<file path="src/rtl/password_entry_buffer.sv">
// password_entry_buffer
//   Keypad password-entry buffer for the door-lock datapath. Collects up to
//   N_DIGITS digits (newest digit in the LSBs), supports backspace, clear and
//   submit, rejects out-of-range digits, and latches a complete entry into a
//   held code output on submit.
//
//   Optional feature: define PASSWORD_ENTRY_TIMEOUT_EN to compile in the
//   inactivity timeout that discards a stale partial entry after
//   TIMEOUT_CYCLES idle clocks. Without it o_timeout is tied low.
//
//   Per-cycle priority: clear > submit > backspace > confirm > timeout.
//   All outputs are registered (one-cycle latency from strobe to result).
module password_entry_buffer #(
  parameter int N_DIGITS       = 4,
  parameter int DIGIT_W        = 4,
  parameter int MAX_DIGIT      = 9,
  parameter int TIMEOUT_CYCLES = 1000,
  localparam int CNT_W         = $clog2(N_DIGITS + 1)
) (
  input  logic                         i_clk,
  input  logic                         i_reset_n,
  input  logic [DIGIT_W-1:0]           i_digit,
  input  logic                         i_confirm,
  input  logic                         i_backspace,
  input  logic                         i_clear,
  input  logic                         i_submit,
  output logic [N_DIGITS*DIGIT_W-1:0]  o_entry,
  output logic [CNT_W-1:0]             o_count,
  output logic [N_DIGITS*DIGIT_W-1:0]  o_code,
  output logic                         o_valid,
  output logic                         o_error,
  output logic                         o_timeout
);

  localparam int ENTRY_W = N_DIGITS * DIGIT_W;

  // Buffer state is derived from the digit count; the enum only names it.
  typedef enum logic [1:0] {
    ST_IDLE  = 2'd0,
    ST_ENTRY = 2'd1,
    ST_FULL  = 2'd2
  } state_t;

  // Parameter sanity: a one-digit password or a sub-2-cycle timeout makes
  // no sense for this buffer.
  if (N_DIGITS < 2) begin : g_chk_digits
    $error("password_entry_buffer: N_DIGITS must be at least 2");
  end
  if (TIMEOUT_CYCLES < 2) begin : g_chk_timeout
    $error("password_entry_buffer: TIMEOUT_CYCLES must be at least 2");
  end

  logic [ENTRY_W-1:0] entry_reg, entry_next;
  logic [CNT_W-1:0]   count_reg, count_next;
  logic [ENTRY_W-1:0] code_reg,  code_next;
  logic               valid_reg, valid_next;
  logic               error_reg, error_next;
  logic               timeout_reg, timeout_next;

  state_t             state;
  logic               any_input;
  logic               digit_ok;
  logic [31:0]        digit_wide;
  logic [ENTRY_W-1:0] push_entry;
  logic [ENTRY_W-1:0] pop_entry;

  assign any_input  = i_clear | i_submit | i_backspace | i_confirm;
  // Widen before comparing so MAX_DIGIT >= 2**DIGIT_W simply accepts all.
  assign digit_wide = 32'(i_digit);
  assign digit_ok   = (digit_wide <= 32'(MAX_DIGIT));

  // Per-lane shift networks: push moves every digit up one lane and inserts
  // the new digit at lane 0 (oldest digit falls off the top); pop moves every
  // digit down one lane and zero-fills the top lane.
  genvar gi;
  for (gi = 0; gi < N_DIGITS; gi++) begin : g_lane
    if (gi == 0) begin : g_push_low
      assign push_entry[DIGIT_W-1:0] = i_digit;
    end else begin : g_push_up
      assign push_entry[gi*DIGIT_W +: DIGIT_W] = entry_reg[(gi-1)*DIGIT_W +: DIGIT_W];
    end
    if (gi == N_DIGITS - 1) begin : g_pop_top
      assign pop_entry[gi*DIGIT_W +: DIGIT_W] = '0;
    end else begin : g_pop_down
      assign pop_entry[gi*DIGIT_W +: DIGIT_W] = entry_reg[(gi+1)*DIGIT_W +: DIGIT_W];
    end
  end

  // Decode the buffer state from the held digit count.
  always_comb begin
    state = ST_ENTRY;
    if (count_reg == '0) begin
      state = ST_IDLE;
    end else if (count_reg == CNT_W'(N_DIGITS)) begin
      state = ST_FULL;
    end
  end

`ifdef PASSWORD_ENTRY_TIMEOUT_EN
  localparam int TO_W = $clog2(TIMEOUT_CYCLES);

  logic [TO_W-1:0] to_cnt_reg, to_cnt_next;
  logic            to_hit;

  // Expires only on a fully idle cycle; any strobe on the same edge wins.
  assign to_hit = (state != ST_IDLE) && !any_input &&
                  (to_cnt_reg == TO_W'(TIMEOUT_CYCLES - 1));

  // Inactivity counter: runs while digits are held, restarts on any input,
  // on an empty buffer and after it fires.
  always_comb begin
    to_cnt_next = to_cnt_reg + TO_W'(1);
    if (any_input || (state == ST_IDLE) || to_hit) begin
      to_cnt_next = '0;
    end
  end

  // Inactivity counter register.
  always_ff @(posedge i_clk or negedge i_reset_n) begin
    if (!i_reset_n) begin
      to_cnt_reg <= '0;
    end else begin
      to_cnt_reg <= to_cnt_next;
    end
  end
`endif

  // Next-state / output decode: only the highest-priority strobe acts.
  always_comb begin
    entry_next   = entry_reg;
    count_next   = count_reg;
    code_next    = code_reg;
    valid_next   = 1'b0;
    error_next   = 1'b0;
    timeout_next = 1'b0;

    if (i_clear) begin
      // Clearing an already empty buffer is not an error.
      entry_next = '0;
      count_next = '0;
    end else if (i_submit) begin
      if (state == ST_FULL) begin
        code_next  = entry_reg;
        valid_next = 1'b1;
      end else begin
        error_next = 1'b1;
      end
      // A partial submit is rejected but still discards the entry.
      entry_next = '0;
      count_next = '0;
    end else if (i_backspace) begin
      if (state == ST_IDLE) begin
        error_next = 1'b1;
      end else begin
        entry_next = pop_entry;
        count_next = count_reg - CNT_W'(1);
      end
    end else if (i_confirm) begin
      // A full buffer never wraps: extra digits are refused.
      if (!digit_ok || (state == ST_FULL)) begin
        error_next = 1'b1;
      end else begin
        entry_next = push_entry;
        count_next = count_reg + CNT_W'(1);
      end
    end
`ifdef PASSWORD_ENTRY_TIMEOUT_EN
    else if (to_hit) begin
      entry_next   = '0;
      count_next   = '0;
      timeout_next = 1'b1;
    end
`endif
  end

  // Buffer, held code and status pulse registers.
  always_ff @(posedge i_clk or negedge i_reset_n) begin
    if (!i_reset_n) begin
      entry_reg   <= '0;
      count_reg   <= '0;
      code_reg    <= '0;
      valid_reg   <= 1'b0;
      error_reg   <= 1'b0;
      timeout_reg <= 1'b0;
    end else begin
      entry_reg   <= entry_next;
      count_reg   <= count_next;
      code_reg    <= code_next;
      valid_reg   <= valid_next;
      error_reg   <= error_next;
      timeout_reg <= timeout_next;
    end
  end

  assign o_entry   = entry_reg;
  assign o_count   = count_reg;
  assign o_code    = code_reg;
  assign o_valid   = valid_reg;
  assign o_error   = error_reg;
`ifdef PASSWORD_ENTRY_TIMEOUT_EN
  assign o_timeout = timeout_reg;
`else
  // Timeout not compiled in: the pulse register never sets.
  assign o_timeout = timeout_reg & 1'b0;
`endif

endmodule

</file>
<file path="config.mk">
export PLATFORM = sky130hd
export DESIGN_NAME = password_entry_buffer
export DESIGN_NICKNAME = d
export VERILOG_FILES = /design/src/rtl/password_entry_buffer.sv
export SDC_FILE = /design/constraint.sdc
export NUM_CORES = 1
export LEC_CHECK = 0
export CAP_MARGIN = 20
export CORE_UTILIZATION = 25
export DETAILED_ROUTE_END_ITERATION = 16
export GPL_TIMING_DRIVEN = 1
export PLACE_DENSITY_LB_ADDON = 0.12
export SYNTH_ARGS = -nofsm -noshare
export SYNTH_HDL_FRONTEND = slang
export SYNTH_SLANG_ARGS = --single-unit
</file>
<file path="constraint.sdc">
create_clock -name i_clk -period 1.9 [get_ports i_clk]
set_input_delay 0.475 -clock i_clk [delete_from_list [all_inputs] [get_ports i_clk]]
set_output_delay 0.475 -clock i_clk [all_outputs]
set_load 0.02 [all_outputs]
</file>
==> load_flow_metrics.sql, run 1 <==
INSERT INTO impl_metrics (metric_group, metric, value, unit) VALUES
('status', 'outcome', 'finished, final reports clean', ''),
('synth', 'synth_fp_nets', '159', ''),
('placement', 'dpl_cell_area', '2480', 'um2'),
('global_route', 'grt_antenna_before_repair', '0', ''),
('final_layout', 'final_core_utilization', '37.8', '%'),
('worst_setup_path', 'critPathKind', 'register to output port', ''),
('final_layout', 'final_common_cell', 'clkdlybuf4s50_1', ''),
('global_route', 'globalRouteTotalUtil', '13.0', '%'),
('die', 'total_die_area', '7340', 'um2'),
('job', 'number_of_max_cap_violations', '0', ''),
('die', 'rows', '30', ''),
('worst_setup_path', 'crit_fanout', '5', ''),
('timing', 'final-setup-viol-count', '0', ''),
('clock_tree', 'clock_tree.htree_level_count', '2', ''),
('detailed_routing', 'iteration_0_drc_count_of_the_detailed_router', '71', ''),
('synth', 'syn_inst', '148', ''),
('synth', 'netlist_top_cells_area', 'dfrtp_1, mux2_2, mux2i_1', ''),
('timing', 'final.min_clock_period', '1840', 'ps'),
('synth', 'yosys.area.top_type_share', '52.9', '%'),
('timing', 'final_worst_path_cycle_share', '96.9', '%'),
('final_layout', 'area_growth', '46.7', '%'),
('clock_tree', 'cts_tree', 'done', ''),
('die', 'fp.dieW', '85.7', 'um'),
('die', 'start_util', '25.8', '%'),
('detailed_routing', 'antenna_left', '0', ''),
('detailed_routing', 'routed_wire_length_per_instance', '14.2', 'um'),
('timing', 'max_clock_freq', '543', 'MHz'),
('clock_tree', 'clk_pin_slew_worst_paths', '70', 'ps'),
('detailed_routing', 'routed_wirelength', '4370', 'um'),
('final_layout', 'finalNetCount', '223', ''),
('synth', 'synth_top_cell_by_area', 'dfrtp_1', ''),
('clock_tree', 'ctsLongestPathBuffers', '2', ''),
('worst_setup_path', 'arrival', '1370', 'ps'),
('synth', 'main_combinational_cell_family_by_area_after_synthesis', 'multiplexers', ''),
('pwr', 'power_leakage', '1.18', 'nW'),
('global_route', 'grt_pass1_wl', '7350', 'um'),
('placement', 'io_buffer_count', '46', ''),
('worst_setup_path', 'worstSetupStartpointType', 'register', ''),
('synth', 'muxShareOfSynthArea', '16.6', '%'),
('final_layout', 'drive_above_1_share', '24.6', '%'),
('timing', 'timing_max_transition_violations_final', '0', ''),
('synth', 'yosysUniqueCellTypes', '34', ''),
('global_route', 'gr-total-overflow', '0', ''),
('die', 'floorplan.io_pins', '48', ''),
('detailed_routing', 'route.vias.total', '1428', ''),
('clock_tree', 'clock_tree.root_cell', 'clkbuf_8', ''),
('synth', 'mean_post_synth_cell_area', '11.8', 'um2'),
('synth', 'yosys_warnings', '0', ''),
('detailed_routing', 'drt_drc_violations_left', '0', ''),
('synth', 'yosys.area_share.xor_xnor', '0.500', '%'),
('synth', 'ys_seq_elements', '37', ''),
('synth', 'synth_simple_gate_area_share', '9.01', '%'),
('pwr', 'power.density', '689', 'nW/um2'),
('timing', 'clock_skew', '8.50', 'ps'),
('final_layout', 'finish.instance_area', '2570', 'um2'),
('global_route', 'number_of_global_route_vias_before_repair', '1418', ''),
('clock_tree', 'cts_inserted_buffers', '5', ''),
('timing', 'grt_setup_unrepaired', 'false', ''),
('placement', 'gp_routability_congestion', '0.782', ''),
('pwr', 'total_power', '1.77', 'mW'),
('final_layout', 'mostFrequentLayoutCells', 'clkdlybuf4s50_1, dfrtp_1, a21oi_1', ''),
('synth', 'synth-compound-area-share', '15.3', '%'),
('synth', 'seq_area_frac_synth', '52.9', '%'),
('timing', 'timing_hold_violations_final', '0', ''),
('final_layout', 'layout.area.seq', '926', 'um2'),
('final_layout', 'fillerInstances', '675', ''),
('clock_tree', 'clk-insertion-delay-late', '290', 'ps'),
('timing', 'fin_tns_setup', '0', 'ps'),
('worst_setup_path', 'crit_family', 'buffers and inverters', ''),
('worst_setup_path', 'cp_slowest_cell', 'clkdlybuf4s50_1', ''),
('detailed_routing', 'detail_route.first_pass.iterations', '4', '');
final timing paths:
| path | depth (start not counted) | endpoint | start | slack [ps] |
|---|---|---|---|---|
| worst min-delay path | 1 | o_code[3] | i_reset_n | 140 |
| worst max-delay path | 1 | o_entry[11] | o_entry[11] | 60 |
| min in group i_clk | 1 | o_code[12] | o_code[12] | 500 |
| max in group asynchronous | 2 | o_entry[13] | i_reset_n | 1300 |
| worst min register to register | 1 | o_code[12] | o_code[12] | 500 |
| worst max register to register | 4 | o_count[2] | o_count[0] | 290 |
report_power, final:
part           switching, mW  internal [mW]  total, mW
sequential            0.0350          0.826      0.861
combinational          0.200          0.198      0.398
clock                  0.268          0.241      0.509
total                  0.502           1.27       1.77
cell type report:
class | count | share of cell area, %
timing repair buffer | 67 | 26.6
clock buffer | 5 | 2.68
inverter | 2 | 0.292
clock inverter | 1 | 0.195
sequential | 37 | 36.1
tap | 96 | 4.68
multi-input combinational | 99 | 29.5
cell usage after synthesis:
library cell	instances
o21a_1	1
a211oi_2	1
buf_2	4
a21o_1	2
o221a_2	1
or2_2	1
buf_4	1
a2bb2oi_1	1
inv_1	2
nand3b_1	1
o21ai_0	2
a31o_2	1
a31oi_1	4
a21oi_1	17
nand3_1	5
nand4_1	4
nor2_2	1
mux2i_1	11
nand4b_2	1
and2_1	2
or4b_1	1
nor2_1	3
or3_1	1
a211oi_1	10
buf_6	3
clkbuf_1	2
dfrtp_1	37
nor4_1	1
nand2_1	7
conb_1	1
mux2_2	16
xor2_1	1
o22a_1	1
fa_1	1
registers in the layout, summed over array words and instances (netlist names):
signal,count
o_code,16
o_entry,16
o_count,3
o_error,1
o_valid,1
metrics by stage:
| step | hold slack, ps | cells | setup slack [ps] |
|---|---|---|---|
| after floorplan | 179 | 148 | 283 |
| after global placement | 459 | 301 | -238 |
| after detailed placement | 462 | 301 | -234 |
| after CTS | 149 | 307 | 1.08 |
| after global routing | 172 | 307 | 0.908 |
| final | 139 | 307 | 58.3 |
routing by layer:
layer | GRT usage [%] | part of all wire, % | up-vias | wire length, um
met5 | 0 | 0 | - | 0
li1 | - | - | 673 | -
met3 | 3.27 | 5.1 | 5 | 222
met2 | 19.5 | 45 | 40 | 1990
met1 | 17.9 | 48 | 710 | 2110
met4 | 5.30 | 1.2 | 0 | 52
cell families after synthesis:
kind of cell / after synthesis
DFF: 37
xor gates and xnor gates: 1
adders and majority gates: 1
and+or+nand+nor: 28
buffers and inverters: 12
other: 1
AOI/OAI and AO/OA: 41
muxes: 27
what timing repair did:
item / CTS / global route
endpoints found under the setup margin: 0 / 13
resized for setup: 0 / 5
hold endpoints to repair: 0 / 0
No activity file was read; power rests on OpenSTA's default activity.
==> run 2, diff against run 1 <==
- CORE_UTILIZATION: 25 -> 45
==> load_flow_metrics.sql, run 2 (synthesis gave the netlist of run 1 again) <==
INSERT INTO impl_metrics (metric_group, metric, value, unit) VALUES
('global_route', 'grt_antenna_before_repair', '0', ''),
('worst_setup_path', 'cp_data_required_time', '1420', 'ps'),
('pwr', 'power.density', '780', 'nW/um2'),
('pwr', 'power_leakage', '1.17', 'nW'),
('worst_setup_path', 'worstSetupStartpointType', 'register', ''),
('timing', 'clock_skew', '6.69', 'ps'),
('placement', 'gp_routability_congestion', '0.765', ''),
('die', 'start_util', '47.5', '%'),
('die', 'rows', '22', ''),
('worst_setup_path', 'crit_fanout', '5', ''),
('global_route', 'grt_pass1_wl', '6860', 'um'),
('timing', 'hold_slack', '137', 'ps'),
('global_route', 'globalRouteTotalUtil', '21.8', '%'),
('placement', 'hpwl', '2920', 'um'),
('worst_setup_path', 'critPathKind', 'register to output port', ''),
('timing', 'timing_hold_violations_final', '0', ''),
('timing', 'final.min_clock_period', '1850', 'ps'),
('placement', 'io_buffer_count', '46', ''),
('placement', 'dpl_cell_area', '2390', 'um2'),
('global_route', 'grt_max_degree', '38', ''),
('worst_setup_path', 'worst_path_largest_cell_delay', '640', 'ps'),
('clock_tree', 'cts_inserted_buffers', '5', ''),
('clock_tree', 'clock_tree.htree_level_count', '2', ''),
('worst_setup_path', 'arrival', '1370', 'ps'),
('status', 'outcome', 'finished, final reports clean', ''),
('timing', 'grt_setup_unrepaired', 'true', ''),
('final_layout', 'drive_above_1_share', '25.4', '%'),
('worst_setup_path', 'crit_chain', 'clkdlybuf4s50_1', ''),
('die', 'core_area', '3690', 'um2'),
('worst_setup_path', 'cp-end-kind', 'output port', ''),
('timing', 'final_worst_path_cycle_share', '97.2', '%'),
('clock_tree', 'ctsLongestPathBuffers', '2', ''),
('detailed_routing', 'iteration_0_drc_count_of_the_detailed_router', '64', ''),
('job', 'number_of_max_cap_violations', '0', ''),
('clock_tree', 'cts.sink_count', '37', ''),
('timing', 'max_clock_freq', '541', 'MHz'),
('final_layout', 'area_growth', '44.2', '%'),
('timing', 'final-setup-viol-count', '0', ''),
('timing', 'fin_tns_setup', '0', 'ps'),
('global_route', 'number_of_global_route_vias_before_repair', '1415', ''),
('clock_tree', 'cts_setup_buffers', '0', ''),
('worst_setup_path', 'crit_family', 'buffers and inverters', ''),
('clock_tree', 'clock_tree.root_cell', 'clkbuf_8', ''),
('worst_setup_path', 'timing.critical_path.buf_inv', '1', ''),
('detailed_routing', 'routed_wirelength', '4120', 'um'),
('final_layout', 'finish.instance_area', '2520', 'um2'),
('detailed_routing', 'route.vias.total', '1469', ''),
('die', 'fp.dieW', '64.4', 'um'),
('timing', 'timing_max_transition_violations_final', '0', ''),
('detailed_routing', 'routed_wire_length_per_instance', '15.8', 'um'),
('clock_tree', 'clk-insertion-delay-late', '290', 'ps'),
('pwr', 'peak_supply_drop', '0.755', 'mV'),
('final_layout', 'fillerInstances', '293', ''),
('placement', 'dp_cells', '253', ''),
('final_layout', 'final_common_cell', 'clkdlybuf4s50_1', ''),
('min_path', 'min-delay-path-class', 'input port to asynchronous set/reset pin', ''),
('detailed_routing', 'drt_drc_violations_left', '0', ''),
('die', 'total_die_area', '4140', 'um2'),
('clock_tree', 'clk_pin_slew_worst_paths', '80', 'ps'),
('detailed_routing', 'vias_per_cell', '5.63', ''),
('die', 'die_height', '64.4', 'um'),
('detailed_routing', 'antenna_left', '0', ''),
('final_layout', 'finalNetCount', '223', ''),
('detailed_routing', 'detail_route.first_pass.iterations', '4', ''),
('worst_setup_path', 'cp_slowest_cell', 'clkdlybuf4s50_1', ''),
('die', 'floorplan.io_pins', '48', ''),
('global_route', 'gr-total-overflow', '0', ''),
('final_layout', 'mostFrequentLayoutCells', 'clkdlybuf4s50_1, dfrtp_1, buf_4', ''),
('final_layout', 'diodes', '0', ''),
('clock_tree', 'cts_tree', 'done', ''),
('final_layout', 'stdcell_count', '261', '');
[run 2: path summary, 6_finish.rpt]
path                       startpoint          to  slack, ps  depth (start not counted)
setup / recovery           o_entry[4]  o_entry[4]         50                          1
hold / removal              i_reset_n  o_code[12]        140                          2
setup reg to reg           o_count[0]  o_count[2]        270                          4
hold reg to reg             o_code[9]   o_code[9]        510                          1
max in group asynchronous   i_reset_n   o_code[4]       1570                          2
min in group i_clk          o_code[9]   o_code[9]        510                          1
[run 2: layout make-up]
type                       count  area (um2)  share of cell area [%]
multi-input combinational     99         756                    29.9
clock inverter                 2        37.5                    1.49
inverter                       2        7.51                   0.297
clock buffer                   6        82.6                    3.27
sequential                    37         926                    36.7
timing repair buffer          67         656                    26.0
tap                           48        60.1                    2.38
[run 2: power by group]
part,internal (mW),total [mW],switching (mW)
Combinational,0.196,0.399,0.204
Sequential,0.826,0.860,0.0339
Clock,0.427,0.711,0.284
Total,1.45,1.97,0.522
[run 2: metal layers]
| metal | up-vias | share of wire [%] | global-route usage, % |
|---|---|---|---|
| li1 | 676 | - | - |
| met1 | 735 | 48 | 29.2 |
| met2 | 54 | 46 | 33.8 |
| met3 | 4 | 5.5 | 6.61 |
| met4 | 0 | 0.95 | 6.94 |
| met5 | - | 0 | 0 |
[run 2: what timing repair did]
| action | in CTS | in global routing |
|---|---|---|
| setup endpoints to repair | 0 | 9 |
| resized for setup | 0 | 4 |
| hold buffers | 0 | 0 |
[run 2: per-stage QoR]
step | setup WS, ps | utilization (%) | power, mW
2_1_floorplan | 283 | - | 1.07
3_3_place_gp | -189 | 64.9 | 1.26
3_5_place_dp | -250 | 64.9 | 1.27
4_1_cts | 2.07 | 68.1 | 1.98
5_1_grt | -7.92 | 68.5 | 2.05
6_report | 53.2 | 68.5 | 1.97
